**src/rtl/bp_resolve_queue.sv**
```systemverilog
// Branch-resolution queue: holds in-flight predictions in order, emits counter updates
// when outcomes arrive and squashes wrong-path entries. BP_RESOLVE_STATS_EN adds resolved/correct counters.
module bp_resolve_queue #(
  parameter int DEPTH  = 4,
  parameter int HIST_W = 4,
  parameter int CNT_W  = 32
) (
  input  logic                     clk,
  input  logic                     reset,
  input  logic                     pred_valid,
  output logic                     pred_ready,
  input  logic                     pred_taken,
  input  logic [HIST_W-1:0]        pred_hist,
  input  logic                     res_valid,
  output logic                     res_ready,
  input  logic                     res_taken,
  output logic                     upd_valid,
  output logic [HIST_W-1:0]        upd_index,
  output logic                     upd_taken,
  output logic                     upd_mispredict,
  output logic                     flush,
  output logic [$clog2(DEPTH):0]   occupancy,
  output logic [CNT_W-1:0]         mismatch
`ifdef BP_RESOLVE_STATS_EN
  ,
  output logic [CNT_W-1:0]         resolved,
  output logic [CNT_W-1:0]         correct
`endif
);

  localparam int PTR_W = $clog2(DEPTH);
  localparam int OCC_W = PTR_W + 1;

  typedef enum logic {
    ST_RUN   = 1'b0,
    ST_FLUSH = 1'b1
  } state_t;

  state_t              r_state;
  state_t              w_state_next;

  logic                r_mem_taken [DEPTH];
  logic [HIST_W-1:0]   r_mem_hist  [DEPTH];

  logic [PTR_W-1:0]    r_rptr;
  logic [PTR_W-1:0]    r_wptr;
  logic [OCC_W-1:0]    r_occ;

  logic                r_upd_valid;
  logic [HIST_W-1:0]   r_upd_index;
  logic                r_upd_taken;
  logic                r_upd_mispredict;
  logic [CNT_W-1:0]    r_mismatch;

  logic                w_pop;
  logic                w_push;
  logic                w_head_taken;
  logic [HIST_W-1:0]   w_head_hist;
  logic                w_mispredict;
  logic                w_squash;

  assign w_head_taken = r_mem_taken[r_rptr];
  assign w_head_hist  = r_mem_hist[r_rptr];
  assign w_mispredict = w_head_taken != res_taken;

  assign w_pop    = res_valid && res_ready;
  assign w_push   = pred_valid && pred_ready;
  assign w_squash = w_pop && w_mispredict;

  // NOTE: every output of a combinational block gets a default first, so no path leaves it unassigned and no latch is inferred.
  always_comb begin
    w_state_next = r_state;
    pred_ready   = 1'b0;
    res_ready    = 1'b0;
    flush        = 1'b0;
    case (r_state)
      ST_RUN: begin
        res_ready  = r_occ != '0;
        // A full queue still takes a prediction when the head retires in the same cycle.
        pred_ready = (r_occ < OCC_W'(DEPTH)) || (res_valid && (r_occ != '0));
        if (w_squash) w_state_next = ST_FLUSH;
      end
      ST_FLUSH: begin
        flush        = 1'b1;
        w_state_next = ST_RUN;
      end
      default: w_state_next = ST_RUN;
    endcase
  end

  // NOTE: clocked state uses non-blocking assignments so every register samples pre-edge values, independent of block order.
  always_ff @(posedge clk) begin
    if (reset) r_state <= ST_RUN;
    else       r_state <= w_state_next;
  end

  // NOTE: the storage array is deliberately not reset; occupancy and pointers alone decide which slots are meaningful.
  always_ff @(posedge clk) begin
    if (w_push) begin
      r_mem_taken[r_wptr] <= pred_taken;
      r_mem_hist[r_wptr]  <= pred_hist;
    end
  end

  always_ff @(posedge clk) begin
    if (reset) begin
      r_rptr           <= '0;
      r_wptr           <= '0;
      r_occ            <= '0;
      r_upd_valid      <= 1'b0;
      r_upd_index      <= '0;
      r_upd_taken      <= 1'b0;
      r_upd_mispredict <= 1'b0;
      r_mismatch       <= '0;
    end else begin
      r_upd_valid      <= w_pop;
      r_upd_mispredict <= w_squash;
      if (w_pop) begin
        r_upd_index <= w_head_hist;
        r_upd_taken <= res_taken;
      end

      if (w_squash) begin
        // Younger wrong-path entries and any same-cycle push are discarded.
        r_rptr <= r_rptr + 1'b1;
        r_wptr <= r_rptr + 1'b1;
        r_occ  <= '0;
        if (r_mismatch != '1) r_mismatch <= r_mismatch + 1'b1;
      end else begin
        r_rptr <= r_rptr + PTR_W'(w_pop);
        r_wptr <= r_wptr + PTR_W'(w_push);
        case ({w_push, w_pop})
          2'b10:   r_occ <= r_occ + 1'b1;
          2'b01:   r_occ <= r_occ - 1'b1;
          default: r_occ <= r_occ;
        endcase
      end
    end
  end

`ifdef BP_RESOLVE_STATS_EN
  logic [CNT_W-1:0] r_resolved;
  logic [CNT_W-1:0] r_correct;

  always_ff @(posedge clk) begin
    if (reset) begin
      r_resolved <= '0;
      r_correct  <= '0;
    end else if (w_pop) begin
      if (r_resolved != '1) r_resolved <= r_resolved + 1'b1;
      if (!w_mispredict && (r_correct != '1)) r_correct <= r_correct + 1'b1;
    end
  end

  assign resolved = r_resolved;
  assign correct  = r_correct;
`endif

  assign upd_valid      = r_upd_valid;
  assign upd_index      = r_upd_index;
  assign upd_taken      = r_upd_taken;
  assign upd_mispredict = r_upd_mispredict;
  assign occupancy      = r_occ;
  assign mismatch       = r_mismatch;

endmodule

```
**config.mk**
```make
export PLATFORM = sky130hd
export DESIGN_NAME = bp_resolve_queue
export DESIGN_NICKNAME = d
export VERILOG_FILES = /design/src/rtl/bp_resolve_queue.sv
export SDC_FILE = /design/constraint.sdc
export NUM_CORES = 1
export LEC_CHECK = 0
export BUFFER_PORTS_ARGS = -buffer_cell sky130_fd_sc_hd__buf_2
export CORE_AREA = 2 2 83 85
export DETAILED_ROUTE_END_ITERATION = 6
export DIE_AREA = 0 0 85 87
export PLACE_DENSITY = 0.85
export SLEW_MARGIN = 20
export SYNTH_ARGS = -nofsm -noshare
export SYNTH_HDL_FRONTEND = slang
export SYNTH_SLANG_ARGS = --single-unit
export TNS_END_PERCENT = 30
```
**constraint.sdc**
```tcl
create_clock -name clk -period 2.6 [get_ports clk]
set_input_delay 0.26 -clock clk [delete_from_list [all_inputs] [get_ports clk]]
set_output_delay 0.26 -clock clk [all_outputs]
set_load 0.03 [all_outputs]
```
==> out/results.txt <==
status: completed
Die Height: 87 um
Synth Warn #: 0
Setup Total Neg Slack: 0 ps
number of flops mapped to enable cells by yosys: 20
Synth top area share: 29.81%
Adder-Cell Fraction of Synth Area: 2.220%
RSZ-0062 raised after global routing: no
Detailed Route WL: 7066 um
GP Congestion: 0.9104
kind of critical path: reg2reg
Worst EP arrival: 2700 ps
Avg Inst Size Synth: 9.865 sq um
Post-CTS Repair Setup Buffers: 0
DRT Pass-1 Iters: 4
cell taking the most area after synthesis: dfxtp_1
RR Startpoint: r_rptr[0]$_SDFF_PP0_
largest family of logic cells by synthesized area: simple AND/OR/NAND/NOR gates
CTS max path bufs: 2
critical path depth in cells: 5
worst r2r path cells: 5
global-route wire length before repair: 11630 um
count leader, synth: dfxtp_1
Rows: 30
mux contribution to synthesized area: 6.381%
CP most frequent cell: or4_1
sequential share of the synthesized area: 48.83%
Final Skew: 10.35 ps
Root Buffer: clkbuf_8
syn_nets: 335
Post-Layout Inst Area: 0.003784 sq mm
CP Capture Point: mismatch[30]$_SDFFE_PP0P_
CP bufs+invs: 0
clock period minus worst slack: 2434 ps
# port buffers: 54
post-synthesis simple-gate area fraction: 24.57%
Synth Area in Compound Gates: 12.29%
Starting Density: 48.06%
drt wl/cell: 15.20 um
post-route insts no fill: 465
top cells by area, synth: dfxtp_1 30%, edfxtp_1 19%, o31ai_1 5.2%, a21oi_1 5.1%, or4_1 5.0%
DP HPWL: 4996 um
layout cell share with drive strength beyond 1: 27.53%
CP max stage cell: or4_1
synthesized flop and latch total: 67
mean number of vias per cell: 5.882
Hold Startpoint: pred_hist[1]
area delta synth->final: 19.86%
antenna cells: 0
Final Core Density: 57.60%
DRC errors left: 0
Num CTS Buffers: 9
post-synthesis xor/xnor area fraction: 1.665%
Via Count: 2735
Main synth FF type: dfxtp_1
Peak VDD IR: 0.0006943 V
IO Count: 55
P_leak: 1.423 nW
antenna violation net count after detailed routing: 0
worst-skew pair later-pin latency: 350 ps
Hold Vio Cnt, Final: 0
CP endpoint kind: register
Global Route Usage Sum: 19.76%
CTS tree: built
crit path from: r_rptr[0]$_SDFF_PP0_
Power Total: 0.003093 W
CP top delay family: simple AND/OR/NAND/NOR gates
htree depth: 3
max_slew headroom: 49.73%
full die area: 0.007395 sq mm
NumNets Final: 395
Area after DPL: 0.003578 sq mm
Post-synth top cells: 47 x dfxtp_1, 32 x a21oi_1, 26 x nand2_1
power share of the combinational group: 29.2%
Power per Cell Area: 817.5 mW/mm^2
Clk pwr share: 28.7%
Netlist Area Pre-Place: 0.003157 sq mm
Hold Buf Count CTS: 0
Req. time, crit path: 2870 ps
Hold Path Class: in2reg
Fmax achieved: 410.9 MHz
final setup violating endpoints: 0
Final period util: 93.60%
clock sink total: 67
Worst-Margin Slew: 754.1 ps
sequential power share: 42.1%
Post-synth ARST share: 0%
core area: 0.006569 sq mm
Syn Inst Count: 320
PostCTS Resize Cnt: 0
Starting DRT DRC Count: 198
CP Launch Type: register
internal power: 0.002017 W
R2R setup slack: 170 ps
Max Cap Viol: 0
reg2reg end: mismatch[30]$_SDFFE_PP0P_
switching share of power: 34.79%
Slew Viols, Final: 0
# placed instances: 449
worst-path fanout max: 6
initial antenna violation count: 0
Chip Width: 85 um
crit-path cells: mux4_2 > xnor2_1 > or4_1 > or4_1 > a21oi_1
largest net degree at the start of global routing: 43
Synth cell types: 42
Worst path max stage delay: 630 ps
vias in the first global route: 2417
Switch Pwr: 0.001076 W
total grt overflow: 0
Clk pin slew, worst setup/hold paths: 80 ps
[per-stage QoR]
| step | worst slack (ps) | hold slack, ps |
|---|---|---|
| global route | 33.97 | 113.6 |
| floorplan | 54.24 | 358.9 |
| global placement | 248.2 | 444.4 |
| finish | 166.3 | 124.1 |
| detailed placement | 204.4 | 454.1 |
| CTS | 178.1 | 103.4 |
[cell type report]
class                      instances  area [sq um]
clock buffer                       9         123.9
clock inverter                     7         81.33
fill                             551          2785
inverter                           8         30.03
multi-input combinational        223          1494
sequential                        67          1544
tap                               80         100.1
timing repair buffer              71         410.4
[power by group through the flow]
stage | Combinational, W | Clock [W] | Sequential (W)
floorplan | 0.000542 | 0 | 0.00142
global placement | 0.000873 | 0 | 0.00131
detailed placement | 0.000903 | 0 | 0.00133
CTS | 0.000907 | 0.000913 | 0.00130
global route | 0.000983 | 0.000956 | 0.00132
finish | 0.000903 | 0.000887 | 0.00130
[state kept, by name (all words and copies together), names as in the netlist, 2 cells and up]
signal       count
mismatch        32
occupancy        3
r_mem_hist      16
r_mem_taken      4
r_rptr           2
r_wptr           2
upd_index        4
[how the worst min path moves through the flow]
stage	to	slack (ps)	cells past startpoint
2_1_floorplan	r_mem_hist[0][0]$_DFFE_PP_	360	0
3_3_place_gp	upd_index[2]$_SDFFE_PP0P_	440	2
5_1_grt	r_mem_hist[2][1]$_DFFE_PP_	110	1
6_report	r_mem_hist[2][1]$_DFFE_PP_	120	1
3_5_place_dp	upd_index[3]$_SDFFE_PP0P_	450	2
4_1_cts	r_mem_hist[3][1]$_DFFE_PP_	100	1
[per-layer routing]
layer  share of wire [%]  GRT usage [%]  vias to the layer above
met1                  43          24.71                     1313
met4                0.62          4.618                        0
met5                   0              0                        -
met2                  51          33.81                       76
li1                    -              -                     1339
met3                 5.3          5.877                        7
[cell usage in the layout, fill, tap and decap left out, types with 8 or more instances in the layout]
master	count
buf_2	54
dfxtp_1	45
a21oi_1	32
nand2_1	26
o31ai_1	22
or4_1	21
edfxtp_1	20
nor2_1	18
buf_4	16
nor3_1	10
nand4_1	9
nor4_1	9
clkbuf_8	9
inv_1	8
nor2b_1	8
[cells by family (layout without fill, tap and decap cells)]
logic type	Yosys count	after routing
DFF	67	67
xor gates and xnor gates	6	6
adders and majority gates	5	5
buffers and inverters	30	95
muxes	13	13
AOI/OAI and AO/OA	62	62
and+or+nand+nor	137	137
(Power assumes the default switching activity.)
